<file path="src/rtl/nes_palette_ram.sv">
// -----------------------------------------------------------------------------
// nes_palette_ram
//
// Writable NES PPU palette memory. After reset (or on init_req) the whole
// palette is copied from an external clocked palette ROM. Once loaded, the
// memory serves a CPU read/write port (the $2007 path) and a render read port
// feeding the colour->RGB LUT. The PPU $3F1x mirroring rule can be applied to
// both ports, and the render port has a greyscale mode.
//
// Ports:
//   clk        : clock, all logic on posedge
//   rst        : asynchronous active-high reset
//   init_req   : pulse, reload whole palette from ROM (honoured only in RUN)
//   init_done  : 1 = RUN (ports serviced), 0 = loading
//   ld_addr    : address to the external palette ROM
//   ld_data    : ROM data, valid one clock after ld_addr
//   cpu_we     : CPU write strobe
//   cpu_addr   : CPU read/write address
//   cpu_wdata  : CPU write data
//   cpu_rdata  : CPU read data, 1 clock latency, read-before-write
//   rd_addr    : render read address
//   grey       : greyscale, keep only the two top bits of the render data
//   rd_data    : render read data, 1 clock latency
// -----------------------------------------------------------------------------
module nes_palette_ram #(
  parameter int DATA_W    = 6,
  parameter int ADDR_W    = 5,
  parameter int MIRROR_EN = 1
) (
  input  logic              clk,
  input  logic              rst,
  input  logic              init_req,
  output logic              init_done,
  output logic [ADDR_W-1:0] ld_addr,
  input  logic [DATA_W-1:0] ld_data,
  input  logic              cpu_we,
  input  logic [ADDR_W-1:0] cpu_addr,
  input  logic [DATA_W-1:0] cpu_wdata,
  output logic [DATA_W-1:0] cpu_rdata,
  input  logic [ADDR_W-1:0] rd_addr,
  input  logic              grey,
  output logic [DATA_W-1:0] rd_data
);

  localparam int DEPTH = 1 << ADDR_W;

  localparam logic [0:0] ST_LOAD = 1'b0;
  localparam logic [0:0] ST_RUN  = 1'b1;

  localparam logic [ADDR_W:0]   CNT_FULL  = (ADDR_W + 1)'(DEPTH);
  localparam logic [ADDR_W:0]   CNT_ONE   = (ADDR_W + 1)'(1);
  localparam logic [ADDR_W:0]   CNT_ZERO  = '0;
  localparam logic [ADDR_W-1:0] ADDR_LAST = ADDR_W'(DEPTH - 1);
  localparam logic [ADDR_W-1:0] ADDR_ZERO = '0;
  localparam logic [ADDR_W-1:0] MIR_SEL   = ADDR_W'(5'h13);
  localparam logic [ADDR_W-1:0] MIR_HIT   = ADDR_W'(5'h10);
  localparam logic [DATA_W-1:0] GREY_MASK = {2'b11, {(DATA_W - 2){1'b0}}};
  localparam logic [DATA_W-1:0] DATA_ZERO = '0;

  // $3F10/$3F14/$3F18/$3F1C share storage with $3F00/$3F04/$3F08/$3F0C:
  // bit 4 set and bits [1:0] clear selects an alias of the lower entry.
  function automatic logic [ADDR_W-1:0] mirror_addr(input logic [ADDR_W-1:0] a);
    if ((MIRROR_EN != 0) && ((a & MIR_SEL) == MIR_HIT)) begin
      return a & ~MIR_HIT;
    end else begin
      return a;
    end
  endfunction

  logic [0:0]        state_q, state_d;
  logic [ADDR_W:0]   cnt_q, cnt_d;          // load counter, saturates at DEPTH
  logic              vld_q, vld_d;          // ROM data for ld_addr_q arrives this clk
  logic [ADDR_W-1:0] ld_addr_q, ld_addr_d;  // ld_addr delayed one clk (ROM latency)
  logic [DATA_W-1:0] cpu_rdata_q, cpu_rdata_d;
  logic [DATA_W-1:0] rd_data_q, rd_data_d;

  logic [DATA_W-1:0] mem_q [DEPTH];

  logic              mem_we_s;
  logic [ADDR_W-1:0] mem_waddr_s;
  logic [DATA_W-1:0] mem_wdata_s;
  logic [ADDR_W-1:0] cpu_map_s;
  logic [ADDR_W-1:0] rd_map_s;
  logic [DATA_W-1:0] rd_word_s;

  assign cpu_map_s = mirror_addr(cpu_addr);
  assign rd_map_s  = mirror_addr(rd_addr);
  assign rd_word_s = mem_q[rd_map_s];

  // Next-state, load sequencing and port logic.
  always_comb begin
    state_d     = state_q;
    cnt_d       = cnt_q;
    vld_d       = 1'b0;
    ld_addr_d   = cnt_q[ADDR_W-1:0];
    cpu_rdata_d = cpu_rdata_q;
    rd_data_d   = DATA_ZERO;
    mem_we_s    = 1'b0;
    mem_waddr_s = ADDR_ZERO;
    mem_wdata_s = DATA_ZERO;

    case (state_q)
      ST_LOAD: begin
        // An address is issued only while the counter is below DEPTH; the
        // matching ROM word is written one clk later at the delayed address.
        if (cnt_q < CNT_FULL) begin
          vld_d = 1'b1;
          cnt_d = cnt_q + CNT_ONE;
        end else begin
          vld_d = 1'b0;
          cnt_d = cnt_q;
        end
        if (vld_q) begin
          mem_we_s    = 1'b1;
          mem_waddr_s = ld_addr_q;
          mem_wdata_s = ld_data;
          if (ld_addr_q == ADDR_LAST) begin
            state_d = ST_RUN;
            cnt_d   = CNT_ZERO;
          end else begin
            state_d = ST_LOAD;
          end
        end else begin
          mem_we_s = 1'b0;
        end
      end
      ST_RUN: begin
        // Reads see the pre-write contents because mem_q updates at the edge.
        cpu_rdata_d = mem_q[cpu_map_s];
        if (grey) begin
          rd_data_d = rd_word_s & GREY_MASK;
        end else begin
          rd_data_d = rd_word_s;
        end
        if (cpu_we) begin
          mem_we_s    = 1'b1;
          mem_waddr_s = cpu_map_s;
          mem_wdata_s = cpu_wdata;
        end else begin
          mem_we_s = 1'b0;
        end
        cnt_d = CNT_ZERO;
        if (init_req) begin
          state_d = ST_LOAD;
        end else begin
          state_d = ST_RUN;
        end
      end
      default: begin
        state_d = ST_LOAD;
        cnt_d   = CNT_ZERO;
      end
    endcase
  end

  // Control and output registers, asynchronous reset.
  always_ff @(posedge clk or posedge rst) begin
    if (rst) begin
      state_q     <= ST_LOAD;
      cnt_q       <= CNT_ZERO;
      vld_q       <= 1'b0;
      ld_addr_q   <= ADDR_ZERO;
      cpu_rdata_q <= DATA_ZERO;
      rd_data_q   <= DATA_ZERO;
    end else begin
      state_q     <= state_d;
      cnt_q       <= cnt_d;
      vld_q       <= vld_d;
      ld_addr_q   <= ld_addr_d;
      cpu_rdata_q <= cpu_rdata_d;
      rd_data_q   <= rd_data_d;
    end
  end

  // Palette storage; contents deliberately survive reset.
  always_ff @(posedge clk) begin
    if (mem_we_s) begin
      mem_q[mem_waddr_s] <= mem_wdata_s;
    end
  end

  // Counter low bits are zero both in RUN and once saturated at DEPTH.
  assign ld_addr   = cnt_q[ADDR_W-1:0];
  assign init_done = (state_q == ST_RUN);
  assign cpu_rdata = cpu_rdata_q;
  assign rd_data   = rd_data_q;

endmodule

</file>
<file path="config.mk">
export PLATFORM = sky130hd
export DESIGN_NAME = nes_palette_ram
export DESIGN_NICKNAME = d
export VERILOG_FILES = /design/src/rtl/nes_palette_ram.sv
export SDC_FILE = /design/constraint.sdc
export NUM_CORES = 1
export LEC_CHECK = 0
export ABC_AREA = 1
export BUFFER_PORTS_ARGS = -buffer_cell sky130_fd_sc_hd__clkbuf_2
export CORE_MARGIN = 1.5
export CORE_UTILIZATION = 24
export DETAILED_ROUTE_END_ITERATION = 10
export PLACE_DENSITY = 0.49
export SKIP_CTS_REPAIR_TIMING = 1
export SLEW_MARGIN = 0
export SYNTH_ARGS = -nofsm -noshare
export SYNTH_HDL_FRONTEND = slang
export SYNTH_SLANG_ARGS = --single-unit
</file>
<file path="constraint.sdc">
create_clock -name clk -period 4.4 [get_ports clk]
set_clock_uncertainty 0.05 [all_clocks]
set_input_delay 0.88 -clock clk [delete_from_list [all_inputs] [get_ports clk]]
set_output_delay 0.88 -clock clk [all_outputs]
set_load 0.005 [all_outputs]
</file>
==> results of run 1 <==
## layout make-up
class,instances,share of cell area
Clock inverter,17,0.0128
Tap cell,600,0.0591
Sequential cell,217,0.503
Clock buffer,30,0.0541
Inverter,155,0.0458
Timing Repair Buffer,60,0.0272
Multi-Input combinational cell,782,0.298
## cell usage in the layout (no fill, tap or decap), types with 2 or more instances in the layout
| cell type | synthesis | final |
|---|---|---|
| a21oi_1 | 46 | 46 |
| a22o_1 | 6 | 4 |
| a22o_2 | 0 | 2 |
| buf_4 | 10 | 18 |
| bufinv_16 | 0 | 3 |
| clkbuf_1 | 27 | 3 |
| clkbuf_16 | 0 | 27 |
| clkbuf_2 | 1 | 42 |
| clkinv_1 | 1 | 5 |
| clkinv_2 | 0 | 7 |
| clkinvlp_4 | 0 | 3 |
| dfrtp_1 | 25 | 25 |
| edfxtp_1 | 192 | 192 |
| inv_1 | 145 | 145 |
| inv_2 | 9 | 9 |
| nand2_1 | 247 | 247 |
| nand2_2 | 5 | 5 |
| nand3_1 | 250 | 250 |
| nand4_1 | 3 | 3 |
| nor2_1 | 72 | 72 |
| o211ai_1 | 51 | 51 |
| o21a_1 | 2 | 2 |
| o21ai_0 | 49 | 49 |
| o21ai_1 | 2 | 2 |
| o21ai_2 | 2 | 2 |
| or2_0 | 13 | 13 |
| or2_1 | 13 | 13 |
| or2_2 | 9 | 9 |
| xor2_1 | 4 | 4 |
## worst max path at each step
stage	startpoint	to	slack, ns	cells past startpoint
after global routing	cpu_addr[1]	mem_q[18][3]$_DFFE_PP_	1.18	5
after global placement	cpu_addr[1]	mem_q[26][4]$_DFFE_PP_	0.89	5
after detailed placement	cpu_addr[1]	mem_q[18][3]$_DFFE_PP_	0.82	5
after CTS	cpu_addr[1]	mem_q[18][3]$_DFFE_PP_	1.36	5
after floorplan	cpu_addr[0]	mem_q[0][0]$_DFFE_PP_	2.03	6
final	cpu_addr[1]	mem_q[18][3]$_DFFE_PP_	1.33	5
## routing by layer
| layer | global-route usage | up-vias | share of wire |
|---|---|---|---|
| met5 | 0 | - | 0.00047 |
| met4 | 0.0605 | 2 | 0.041 |
| met3 | 0.0215 | 87 | 0.063 |
| met2 | 0.240 | 339 | 0.47 |
| met1 | 0.203 | 4319 | 0.43 |
| li1 | - | 4204 | - |
## critical path, cell delays in order
cell      delay (ns)
clkbuf_2        0.48
inv_2           0.44
o21ai_2         0.31
nand2_1         0.45
nor2_1          0.61
## state kept, by name (all words and copies together) (netlist names)
signal	cells
rd_data	6
ld_addr_q	5
cpu_rdata	6
mem_q	192
vld_q	1
cnt_q	6
init_done	1
## power groups by stage
| stage | Sequential (µW) | Combinational, µW | Clock [µW] |
|---|---|---|---|
| final | 2640 | 1030 | 2160 |
| after CTS | 2640 | 1040 | 2200 |
| after global placement | 2680 | 1040 | 0 |
| after detailed placement | 2680 | 1040 | 0 |
| after global routing | 2660 | 1140 | 2270 |
| after floorplan | 2640 | 646 | 0 |
## stage by stage
step | hold slack, ns | cells | utilization | power [µW]
finish | 0.326 | 1861 | 0.278 | 5830
global route | 0.345 | 1861 | 0.278 | 6070
CTS | 0.330 | 1861 | 0.278 | 5880
detailed placement | 0.402 | 1814 | 0.259 | 3720
global placement | 0.404 | 1814 | 0.259 | 3720
floorplan | 0.362 | 1238 | - | 3290
## cells by family (layout without fill, tap and decap cells)
kind of cell | count (synthesis) | after routing
xor+xnor | 4 | 4
fa+ha+maj | 1 | 1
flops | 217 | 217
simple gates | 614 | 614
compound gates | 163 | 163
buf+inv | 239 | 262
==> results_dict.tcl, run 1 <==
set metrics [dict create \
    outcome "completed" \
    cp-end-kind "flop" \
    clk_latency_ns 0.54 \
    clock-sinks 217 \
    place_area_um2 11900 \
    worst_r2r_endpoint "mem_q[18][3]$_DFFE_PP_" \
    setup_tns_ns 0 \
    h-tree-depth 1 \
    period_needed_ns 3.07 \
    design_area_um2 12700 \
    drc 0 \
    ios 45 \
    setup_viol 0 \
    ys_seq_elements 217 \
    switching_share 0.300 \
    core_area_um2 45700 \
    die-area_um2 47900 \
    antenna_left 0 \
    ys_seq_area_frac 0.572 \
    synthSimpleGateAreaFrac 0.244 \
    setup_ws_ns 1.33 \
    tightestPinTransition_ns 1.12 \
    layout.nets 1270 \
    seqPwrFrac 0.452 \
    die_h_um 219 \
    via_per_inst 4.81 \
    ys.flop_type "edfxtp_1" \
    rsz0062_at_grt "no" \
    slew_headroom 0.248 \
    regArea_um2 6390 \
    reg2reg_depth 7 \
    synth_top_area_frac 0.516 \
    firstDrtPassIters 5 \
    dp_hpwl_um 23500 \
    wl_per_cell_um 19.3 \
    start_kind "primary input" \
    synthTopCellsByCount "250 x nand3_1, 247 x nand2_1, 192 x edfxtp_1" \
    multi_input_area_um2 3780 \
    arrival_ns 3.19 \
    drt-initial-drc-count 853 \
    combinationalPowerShare 0.177 \
    required_ns 4.52 \
    syn-cell-area_um2 11200 \
    synth_top_cell_by_area "edfxtp_1" \
    clkTransAtPathRegs_ns 0.06 \
    clk_path_buf_depth 3 \
    peakVddDrop_v 0.000266 \
    io_buffers 44 \
    yosysMostFrequentCell "nand3_1" \
    p_per_area_nw_per_um2 459 \
    grt_use_total 0.150 \
    routabilityCongestion 0.873 \
    drive_above_1_share 0.104 \
    reg2reg_slack_ns 1.51 \
    routed_wl_um 35900 \
    via_count 8951 \
    cts_buffers 26 \
    synth_mux_area_frac 0 \
    place_worst_setup_slack_ns 0.817 \
    clkPwrFrac 0.370 \
    synth-compound-area-share 0.0897 \
    cellLeakagePower_uw 0.00507 \
    start_util 0.245 \
    synth_warnings 0 \
    min_path_type "in2async" \
    power_switching_uw 1750 \
    fillers 4876 \
    drv_cap 0 \
    cts_tree "done" \
    synthTopCellsByArea "edfxtp_1 52%, nand3_1 11%, nand2_1 8.3%, dfrtp_1 5.6%, inv_1 4.9%" \
    antenna_cells 0 \
    worstSetupPathType "in2reg" \
    drv_slew 0 \
    yosysUniqueCellTypes 35 \
    timing.final.crit_share 0.699 \
    antenna_found_initial 1 \
    hold_viol_final 0 \
    grt_pass1_vias 8652 \
    num_rows 78 \
    syn_nets 1266 \
    syn_avg_cell_area_um2 9.03 \
    async_flop_share 0.115 \
    die_w_um 219 \
    synth_xor_area_frac 0.00313 \
    synthCells 1238 \
    synth_edf_count 192 \
    clockRootBuffer "clkbuf_16" \
    internal_power_uw 4080 \
    worstReg2RegStart "init_done$_DFF_PP0_" \
    grt_pass1_wl_um 53900 \
    critical_path.max_fanout 30 \
    syn_to_final_growth_pct 13.6 \
    synth_top_family_by_area "simple AND/OR/NAND/NOR gates" \
    grt-ovfl-total 0 \
    grt_max_degree 71 \
    timing.fmax_ghz 0.325 \
    synthAdderAreaFrac 0.00112 \
]
Note: power is estimated with default switching activity, not from simulation.
==> inputs of run 2 (changes only) <==
- PLACE_DENSITY: 0.49 -> 0.5
- clock period: 4.4 -> 2.7 ns (I/O delays scaled with it)
==> run 2 against run 1 <==
  * Count of clock-buffer cells in the layout is 1 higher
  * First-iteration DRC count fell by 24%
  * Sequential share of layout area fell by 1.6 points
  * Largest cell class unchanged
==> results_dict.tcl, run 2 (synthesis results as in run 1) <==
set metrics [dict create \
    outcome "completed" \
    required_ns 2.81 \
    critPathBufInv 3 \
    reg2reg_slack_ns 0.47 \
    drt-initial-drc-count 646 \
    slew_headroom 0.527 \
    wl_per_cell_um 18.9 \
    start_util 0.245 \
    period_needed_ns 2.23 \
    worstReg2RegStart "init_done$_DFF_PP0_" \
    clock-sinks 217 \
    startpoint "init_done$_DFF_PP0_" \
    clockRootBuffer "clkbuf_16" \
    die_w_um 219 \
    drv_slew 0 \
    hold_viol_final 0 \
    timing.final.crit_share 0.826 \
    drv_cap 0 \
    place_worst_setup_slack_ns 0.309 \
    regMostFlops "mem_q" \
    cp_slowest_cell "nor2_1" \
    cp_slowest_stage_delay_ns 0.48 \
    setup_ws_ns 0.469 \
    p_per_area_nw_per_um2 728 \
    antenna_cells 0 \
    io_buffers 44 \
    grt_pass1_vias 8984 \
    core_area_um2 45700 \
    via_count 9095 \
    cts_tree "done" \
    tightestPinTransition_ns 0.705 \
    critPathMostFrequentCell "inv_2" \
    grt_use_total 0.150 \
    dp_hpwl_um 23600 \
    design_area_um2 13100 \
    layout.nets 1313 \
    antenna_found_initial 1 \
    via_per_inst 4.78 \
    num_rows 78 \
    routed_wl_um 36000 \
    start_kind "flop" \
    final_common_cell "nand3_1" \
    clk_latency_ns 0.53 \
    antenna_left 0 \
    firstDrtPassIters 7 \
    syn_to_final_growth_pct 17.2 \
    setup_viol 0 \
    whs_ns 0.00903 \
    routabilityCongestion 0.855 \
    ios 45 \
    drc 0 \
    drive_above_1_share 0.132 \
    grt_pass1_wl_um 54000 \
    place_area_um2 12300 \
    clkTransAtPathRegs_ns 0.06 \
    reg2reg_depth 8 \
    min_path_type "in2async" \
    die-area_um2 47900 \
    largest_reg_flops 192 \
    setup_tns_ns 0 \
    worstSetupPathType "reg2reg" \
    crit_family "simple AND/OR/NAND/NOR gates" \
    h-tree-depth 1 \
    arrival_ns 2.34 \
    grt-ovfl-total 0 \
    worst_r2r_endpoint "mem_q[7][2]$_DFFE_PP_" \
    cp-end-kind "flop" \
    cts_buffers 24 \
    rsz0062_at_grt "no" \
    cellLeakagePower_uw 0.00533 \
    critical_path.max_fanout 10 \
    crit_chain "inv_2, nand2_2, inv_2, nand2_1, o21a_1, inv_2, nand2_2, nor2_1" \
    timing.fmax_ghz 0.448 \
    clk_path_buf_depth 3 \
    mostFrequentLayoutCells "250 x nand3_1, 247 x nand2_1, 192 x edfxtp_1, 145 x inv_1, 72 x nor2_1" \
    die_h_um 219 \
    grt_max_degree 89 \
    peakVddDrop_v 0.000373 \
]
run 2: area by class of cell:
class / instances / area (µm²)
Clock buffer: 31 / 678
Clock inverter: 13 / 170
Fill cell: 4831 / 32600
Inverter: 155 / 582
Multi-Input combinational cell: 782 / 3780
Sequential cell: 217 / 6390
Tap cell: 600 / 751
Timing Repair Buffer: 105 / 758
run 2: worst max path at each step:
stage,to,cells past startpoint
after floorplan,mem_q[0][0]$_DFFE_PP_,6
after global placement,mem_q[7][3]$_DFFE_PP_,6
after detailed placement,mem_q[7][2]$_DFFE_PP_,6
after CTS,mem_q[7][5]$_DFFE_PP_,8
after global routing,mem_q[7][0]$_DFFE_PP_,8
final,mem_q[7][2]$_DFFE_PP_,8
run 2: routing by layer:
metal | vias to the layer above | wire length, µm | global-route usage
met2 | 284 | 16900 | 0.248
met5 | - | 13 | 0
met3 | 77 | 1820 | 0.0184
met1 | 4442 | 15900 | 0.199
met4 | 2 | 1270 | 0.0594
li1 | 4290 | - | -
run 2: worst reg2reg max path: cells and delay by family (launching register included):
kind / cells / cell delay [ns]
buf+inv: 3 / 0.44
flops: 1 / 0.42
simple gates: 4 / 0.80
compound gates: 1 / 0.15
run 2: stage by stage:
stage          std cells  total power, µW   util
5_1_grt             1903             9920  0.287
4_1_cts             1903             9590  0.287
3_3_place_gp        1859             6070  0.268
2_1_floorplan       1238             5360      -
6_report            1903             9540  0.287
3_5_place_dp        1859             6090  0.268
run 2: power by group:
group	total [µW]	internal, µW	switching [µW]
clock network	3530	2150	1370
registers	4320	4120	194
logic	1700	507	1190
total	9540	6780	2760
